===== src/rtl/alu_mul_seq_pkg.sv =====
// Shared definitions for the execute-stage ALU sequencer: ALUop encodings,
// sequencer state encodings and default sizing.
package alu_mul_seq_pkg;

    localparam int DEFAULT_WIDTH = 32;
    localparam int DEFAULT_CNT_W = 6;

    localparam logic [1:0] ALU_ADD  = 2'b00;
    localparam logic [1:0] ALU_SUB  = 2'b01;
    localparam logic [1:0] ALU_MUL  = 2'b10;
    localparam logic [1:0] ALU_RSUB = 2'b11;

    typedef enum logic [1:0] {
        S_IDLE = 2'b00,
        S_MUL  = 2'b01,
        S_DONE = 2'b10
    } state_t;

endpackage


===== src/rtl/mul_shift_add_dp.sv =====
// Shift-add multiply datapath: multiplicand, multiplier and accumulator
// registers plus the accumulate adder. Sequencing comes from the top-level
// FSM through the load/step enables.
module mul_shift_add_dp #(
    parameter int WIDTH = 32
) (
    input  logic             clk,
    input  logic             reset,
    input  logic             i_load,
    input  logic             i_step,
    input  logic [WIDTH-1:0] i_mcand,
    input  logic [WIDTH-1:0] i_mplier,
    output logic [WIDTH-1:0] o_acc_next,
    output logic             o_mplier_next_zero
);

    logic [WIDTH-1:0] r_mcand;
    logic [WIDTH-1:0] r_mplier;
    logic [WIDTH-1:0] r_acc;

    // Accumulator value after this step; the top captures it on the final step
    // so the product is available the cycle the sequencer enters DONE.
    always_comb begin
        o_acc_next         = r_acc + (r_mplier[0] ? r_mcand : '0);
        o_mplier_next_zero = (r_mplier[WIDTH-1:1] == '0);
    end

    // Operand/accumulator registers: load clears the accumulator, step shifts.
    always_ff @(posedge clk or posedge reset) begin
        if (reset) begin
            r_mcand  <= '0;
            r_mplier <= '0;
            r_acc    <= '0;
        end else if (i_load) begin
            r_mcand  <= i_mcand;
            r_mplier <= i_mplier;
            r_acc    <= '0;
        end else if (i_step) begin
            r_acc    <= o_acc_next;
            r_mcand  <= r_mcand << 1;
            r_mplier <= r_mplier >> 1;
        end
    end

endmodule


===== src/rtl/alu_mul_seq.sv =====
// Execute-stage ALU sequencer. Add/sub complete in one cycle; multiply runs
// an iterative shift-add over WIDTH cycles and stalls the pipeline meanwhile.
// Optional feature macro: MUL_EARLY_TERM_EN (finish the multiply as soon as
// the remaining multiplier bits are all zero).
// Handshake: a op is accepted when start is high in IDLE and flush is low;
// done pulses for one cycle when result/flags are valid. While stall is high
// the pipeline holds start and the operands stable.
module alu_mul_seq
    import alu_mul_seq_pkg::*;
#(
    parameter int WIDTH = DEFAULT_WIDTH,
    parameter int CNT_W = DEFAULT_CNT_W
) (
    input  logic             clk,
    input  logic             reset,
    input  logic             start,
    input  logic [1:0]       ALUop,
    input  logic [WIDTH-1:0] in_1,
    input  logic [WIDTH-1:0] in_2,
    input  logic             flush,
    output logic             stall,
    output logic             busy,
    output logic             done,
    output logic [WIDTH-1:0] result,
    output logic             zeroflag,
    output logic             evenflag,
    output logic [1:0]       o_dbg_state
);

    localparam logic [CNT_W-1:0] LP_LAST_CNT = CNT_W'(WIDTH - 1);

    state_t           r_state;
    state_t           w_state_next;
    logic [CNT_W-1:0] r_cnt;
    logic             w_load;
    logic             w_step;
    logic             w_last;
    logic             w_res_load;
    logic [WIDTH-1:0] w_res_val;
    logic [WIDTH-1:0] w_addsub;
    logic [WIDTH-1:0] w_acc_next;
    logic             w_mplier_next_zero;
    logic             w_accept;

    logic [WIDTH-1:0] r_result;
    logic             r_zero;
    logic             r_even;
    logic             r_done;

    mul_shift_add_dp #(.WIDTH(WIDTH)) u_dp (
        .clk                (clk),
        .reset              (reset),
        .i_load             (w_load),
        .i_step             (w_step),
        .i_mcand            (in_1),
        .i_mplier           (in_2),
        .o_acc_next         (w_acc_next),
        .o_mplier_next_zero (w_mplier_next_zero)
    );

    // Single-cycle add/sub path and the end-of-multiply condition.
    always_comb begin
        w_accept = (r_state == S_IDLE) && start && !flush;
        case (ALUop)
            ALU_ADD:            w_addsub = in_1 + in_2;
            ALU_SUB, ALU_RSUB:  w_addsub = in_2 - in_1;
            default:            w_addsub = '0;
        endcase
`ifdef MUL_EARLY_TERM_EN
        w_last = (r_cnt == LP_LAST_CNT) || w_mplier_next_zero;
`else
        w_last = (r_cnt == LP_LAST_CNT);
`endif
    end

    // Next-state and datapath control; flush wins over everything else.
    always_comb begin
        w_state_next = r_state;
        w_load       = 1'b0;
        w_step       = 1'b0;
        w_res_load   = 1'b0;
        w_res_val    = w_addsub;
        case (r_state)
            S_IDLE: begin
                if (w_accept) begin
                    if (ALUop == ALU_MUL) begin
                        w_state_next = S_MUL;
                        w_load       = 1'b1;
                    end else begin
                        w_res_load = 1'b1;
                    end
                end
            end
            S_MUL: begin
                if (flush) begin
                    w_state_next = S_IDLE;
                end else begin
                    w_step = 1'b1;
                    if (w_last) begin
                        w_state_next = S_DONE;
                        w_res_load   = 1'b1;
                        w_res_val    = w_acc_next;
                    end
                end
            end
            // Result was delivered on entry; flush or not, return to IDLE.
            S_DONE:  w_state_next = S_IDLE;
            default: w_state_next = S_IDLE;
        endcase
    end

    // State register.
    always_ff @(posedge clk or posedge reset) begin
        if (reset) r_state <= S_IDLE;
        else       r_state <= w_state_next;
    end

    // Iteration counter: cleared on load, advanced on each multiply step.
    always_ff @(posedge clk or posedge reset) begin
        if (reset)       r_cnt <= '0;
        else if (w_load) r_cnt <= '0;
        else if (w_step) r_cnt <= r_cnt + 1'b1;
    end

    // Registered result, flags and one-cycle done pulse.
    always_ff @(posedge clk or posedge reset) begin
        if (reset) begin
            r_result <= '0;
            r_zero   <= 1'b0;
            r_even   <= 1'b0;
            r_done   <= 1'b0;
        end else begin
            r_done <= w_res_load;
            if (w_res_load) begin
                r_result <= w_res_val;
                r_zero   <= (w_res_val == '0);
                r_even   <= ~w_res_val[0];
            end
        end
    end

    assign stall       = ~reset & ((r_state == S_MUL) |
                         ((r_state == S_IDLE) & start & (ALUop == ALU_MUL)));
    assign busy        = (r_state != S_IDLE);
    assign done        = r_done;
    assign result      = r_result;
    assign zeroflag    = r_zero;
    assign evenflag    = r_even;
    assign o_dbg_state = r_state;

endmodule


===== config.mk =====
export PLATFORM = sky130hd
export DESIGN_NAME = alu_mul_seq
export DESIGN_NICKNAME = d
export VERILOG_FILES = /design/src/rtl/alu_mul_seq_pkg.sv /design/src/rtl/mul_shift_add_dp.sv /design/src/rtl/alu_mul_seq.sv
export SDC_FILE = /design/constraint.sdc
export NUM_CORES = 1
export LEC_CHECK = 0
export ABC_AREA = 1
export CAP_MARGIN = 20
export CELL_PAD_IN_SITES_DETAIL_PLACEMENT = 0
export CELL_PAD_IN_SITES_GLOBAL_PLACEMENT = 1
export CORE_ASPECT_RATIO = 0.9
export CORE_UTILIZATION = 43
export CTS_BUF_LIST = sky130_fd_sc_hd__clkbuf_8
export CTS_CLUSTER_SIZE = 10
export DETAILED_ROUTE_END_ITERATION = 8
export DONT_BUFFER_PORTS = 1
export PLACE_DENSITY_LB_ADDON = 0.25
export SYNTH_ARGS = -nofsm -noshare
export SYNTH_HDL_FRONTEND = slang
export SYNTH_SLANG_ARGS = --single-unit
export TNS_END_PERCENT = 20

===== constraint.sdc =====
create_clock -name clk -period 4.8 [get_ports clk]
set_input_delay 0.96 -clock clk [delete_from_list [all_inputs] [get_ports clk]]
set_output_delay 0.96 -clock clk [all_outputs]
set_load 0.01 [all_outputs]

# Yosys cells after proc, flatten, opt, wreduce, memory -nomap -nowiden
# Index checks and enable logic that the tools add are counted.
# op_classes
add_sub_neg	4
eq_ne	8
mux	28
bitwise	6
reduce_logical	10
# ops
op	n
$mux 32	10
$add 32x32->32	2
$pmux 32 s2	1
$logic_not 32->1	1
$sub 32x32->32	1
$mux 6	2
$mux 1	9
$mux 2	4
$add 6x1->6 const B	1
$eq 6x5->1 const B	1
$eq 2x1->1 const B	2
$eq 2x2->1 const B	2
$logic_not 2->1	2
$pmux 2 s2	1
$reduce_bool 2->1	2
$and 1x1->1	3
$ne 3x3->1 const B	1
$reduce_and 3->1	1
$logic_and 1x1->1	2
$ne 2x1->1 const B	1
$ne 2x2->1 const B	1
$not 1->1	2
$pmux 1 s2	1
$reduce_or 2->1	1
other kinds (2)	2
# totals
ff_bits	139
inputBits	70
out_inout_bits	39
word_cells	65

# Logic depth before layout (Yosys ltp)
# logic_depth
ltp_word	7
mapped_depth	29
ltp_nobuf	29

# Modules after synthesis
# From an unflattened synthesis, not the netlist that was laid out.
# hier_totals
hier_cells	1939
hier_area_um2	12041.5
# modules_own_cells
module	instances	cells_per_inst	area_each_um2	seq_area_each_um2
mul_shift_add_dp	1	979	6672.6	2402.3
alu_mul_seq	1	960	5368.9	1076.0

# Worst setup path before layout
# No wires, ideal clock.
# synth_path
path_type	in2reg
start	input port in_1[0]
end	register r_zero (netlist: zeroflag)
arrival_time_ns	3.560
required_ns	4.734
path_slack_ns	1.174
cell_stages	27
n_path_buf	0
path_cell_list	inv_1 -> ha_1 -> nand2_1 -> nor3_2 -> nand2_1 -> nor4_2 -> nand4_1 -> o21ai_1 -> o21ai_0 -> xnor2_1 -> ha_1 -> nand2_1 -> nor2_1 -> nand2_1 -> inv_1 -> nand2_1 -> nand2_1 -> inv_1 -> nand2_1 -> nand2_1 -> nand3_1 -> nand2_1 -> nor2_1 -> nand2_1 -> nor2_1 -> nand4_1 -> nand2_1
# synth_between
elab_chain_len	6
word_cells_on_any_way	7
cone_classes	2 x add/sub; 4 x mux; 1 x reduce/logical
# synth_lines
element	line_no	rtl
start: declaration	alu_mul_seq.sv:18	input logic [WIDTH-1:0] in_1,
$sub 32x32->32 or $add 32x32->32 (tied branches)	alu_mul_seq.sv:66, alu_mul_seq.sv:65	
$pmux 32 s2 *	alu_mul_seq.sv:64	case (ALUop)
$mux 32	alu_mul_seq.sv:99	if (w_last) begin
$mux 32	alu_mul_seq.sv:95	if (flush) begin
$mux 32 *	alu_mul_seq.sv:83	case (r_state)
$logic_not 32->1 *	alu_mul_seq.sv:136	r_zero <= (w_res_val == '0);
end signal: assignment	alu_mul_seq.sv:136	
end: declaration	alu_mul_seq.sv:46	logic r_zero;
# Mark *: on every way between the ends. The rest lies on a longest branch, timed or not.
# A chain may end at the register's enable or synchronous reset.

# Worst setup path in the final report
# Same ends and word-level chain as after synthesis.

==> qor.yml <==
logic_synthesis:
  synth_compound_area_share_pct: 14.6
  synth_simple_gate_area_share_pct: 34.6
  netlist.top_cell.by_area: "dfrtp_1"
  synth.mux.area_fraction_pct: 0
  synth_cells: 2013
  synthAdderAreaFrac_pct: 6.67
  netlist.area_leader.share_pct: 27.6
  syn_avg_cell_area_sq_um: 6.26
  synth-main-ff-cell: "dfrtp_1"
  syn_nets: 2149
  synth_area_sq_um: 12600
  yosysSeqAreaShare_pct: 27.6
  yosysUniqueCellTypes: 47
  yosys_register_bits: 139
  synth_edf_count: 0
  synth_top_family_by_area: "simple AND/OR/NAND/NOR gates"
  synthArstFlopShare_pct: 100
  ys_warn_count: 0
  synth.area.top_cells: "dfrtp_1, nand2_1, inv_1, o21ai_0, ha_1"
  synth_xor_area_share_pct: 2.50
sta:
  max_freq_mhz: 236
  period_share_pct: 88.3
  worst_slew_pin_slew_ps: 1070
  finalCriticalPeriod_ps: 4240
  fin_setup_tns_ps: 0
  hold_viol_final: 0
  setup_viol: 0
  max_slew_margin_pct: 28.5
  rsz0062_at_grt: "false"
  slew_violations: 0
  clock_skew_ps: 17.8
clock_tree:
  numCtsBuffers: 17
  cts_resized: 0
  cts_setup_buffers: 0
  cts_tree: "yes"
  clk_pin_slew_ps: 100
  htreeDepth: 4
  clk_latency_ps: 490
  clock_path_buffers: 2
  cts-hold-fix-buffers: 0
  cts_root_buffer: "clkbuf_8"
  cts.sinks: 139
run:
  maxCapViolCount: 0
layout:
  layout.cells.non_filler: 2399
  regArea_sq_um: 3480
  area_growth_syn_to_layout_pct: 5.80
  fillers: 3134
  diodes: 0
  drive_above_1_share_pct: 7.09
  multi_input_area_sq_um: 7370
  fin_nets: 2127
floorplan:
  num_io_pins: 109
  rows: 59
  die_area_sq_um: 30000
  dieHeight_um: 164
  start_util_pct: 43.7
  core_sq_um: 28900
  dieWidth_um: 182
global_routing:
  track_usage_pct: 29.0
  grt_pass1_wl_um: 65700
  grt_pass1_vias: 11855
  grt-ovfl-total: 0
  grt_max_degree: 90
  antenna_found_initial: 0
worst_hold_path:
  min_path_type: "input pin to async pin"
worst_setup_path:
  worst-setup-path-type: "input pin to register"
  required_ps: 5230
  path_delay_family: "simple AND/OR/NAND/NOR gates"
  cp.arrival_ps: 4670
  cp-start-kind: "input pin"
  r2r_start: "u_dp.r_mplier[0]"
  cp_slowest_cell: "ha_1"
  crit_top_cell: "nand2_1"
  reg2reg_slack_ps: 1430
  cp_max_fo: 5
  crit_start: "in_1[0]"
  rr_endpoint: "zeroflag"
  slowest_delay_ps: 390
  path_buf_inv: 2
  rr_worst_depth: 22
  worst_setup_path_end_kind: "register"
power_and_ir_drop:
  p_sw_share_pct: 46.4
  netSwitchingPower_mw: 2.41
  clkPwrFrac_pct: 20.1
  power.internal_mw: 2.78
  pwr-share-seq_pct: 34.8
  p_leak_nw: 7.43
  power_density_nw_per_um2: 389
  power.share.combinational_pct: 45.1
  ir_worst_vdd_mv: 0.256
outcome:
  status: "finished, final reports clean"
place:
  dp_hpwl_um: 33800
  port_buffers: 0
  dp_cells: 2368
  gp_congestion: 0.958
drt:
  firstDrtPassIters: 7
  wl_per_cell_um: 17.7
  drc_errors: 0
  via_per_inst: 5.28
  drt_iter0_drc: 971
  vias: 12659
  ant_nets: 0
  wirelength_um: 42400
[flip-flops by register name, indices dropped and copies added, names as in the netlist]
| name | cells |
|---|---|
| evenflag | 1 |
| zeroflag | 1 |
| done | 1 |
| o_dbg_state | 2 |
| r_cnt | 6 |
| result | 32 |
| u_dp.r_acc | 32 |
| u_dp.r_mplier | 32 |
| u_dp.r_mcand | 32 |
[worst max-delay path by stage]
stage / depth (start not counted) / end / slack, ps
after floorplan: 1 / done / 120
after global placement: 25 / zeroflag / 150
after detailed placement: 25 / zeroflag / 90
after CTS: 25 / zeroflag / 580
after global routing: 25 / zeroflag / 250
final: 25 / zeroflag / 560
[worst register-to-register path, stage by stage (launching register included)]
cell      delay [ps]
dfrtp_1          400
buf_4            250
nand2_1          140
inv_1             60
ha_1             250
fa_1             530
nand2_2          140
nand2_1           70
nand3b_2         100
nand2_2           90
nand2_2           80
nand2_1          130
nand2_1          140
nand2_1           70
nand2_1           60
nand2_1           80
nand2_1          130
nand2_1           70
nor2_1           100
nand2_1           50
nor2_1           180
nand4_1          110
nand2_1           90
[synth_stat cells (24+ instances only)]
library cell	n
o21ai_0	209
nand3_1	115
a32o_1	25
dfrtp_1	139
clkbuf_1	40
a31oi_1	24
nor2_2	25
nand2_1	594
ha_1	64
nor2_1	135
xor2_1	26
nand4_1	29
inv_1	387
nand2_2	27
a21oi_1	42
[power groups by stage]
stage / logic, mW / registers [mW] / clock network, mW
6_report: 2.34 / 1.80 / 1.04
5_1_grt: 2.67 / 1.84 / 1.10
4_1_cts: 2.33 / 1.80 / 1.06
3_5_place_dp: 2.31 / 1.82 / 0
3_3_place_gp: 2.28 / 1.81 / 0
2_1_floorplan: 1.79 / 1.71 / 0
[cells by family after synthesis]
group	count (synthesis)
compound gates	324
xor+xnor	36
fa+ha+maj	66
buf+inv	454
flops	139
simple gates	994
[placed cells by master, fill, tap and decap left out, types with 26 or more instances in the layout]
cell and instances:
dfrtp_1 139, nor2_1 135, ha_1 64, o21ai_0 209
a21oi_1 42, nand2_2 28, xor2_1 26, nand3_1 115
nand2_1 593, nand4_1 29, inv_1 387
[cell type report]
class	count	area share, %
well taps	396	3.72
flip-flops and latches	139	26.1
clock buffers	18	1.86
repair buffers	9	0.600
multi-input cells	1420	55.2
clock inverters	13	1.05
inverters	404	11.5
[layer usage]
layer,track usage [%],vias to the layer above,wire length (um)
met4,9.43,0,1020
met1,40.4,5917,20000
met5,0,-,0
li1,-,6313,-
met2,45.9,370,18600
met3,4.32,59,2760
[per-stage QoR]
step | hold slack [ps] | total power [mW] | worst slack (ps) | util, % | area (sq um)
after floorplan | 449 | 3.49 | 115 | - | 12600
after global placement | 467 | 4.10 | 154 | 44.9 | 12900
after detailed placement | 481 | 4.14 | 89.2 | 44.9 | 12900
after CTS | 497 | 5.18 | 578 | 46.2 | 13300
after global routing | 510 | 5.61 | 249 | 46.2 | 13300
final | 468 | 5.19 | 562 | 46.2 | 13300
Note: power is estimated with default switching activity, not from simulation.
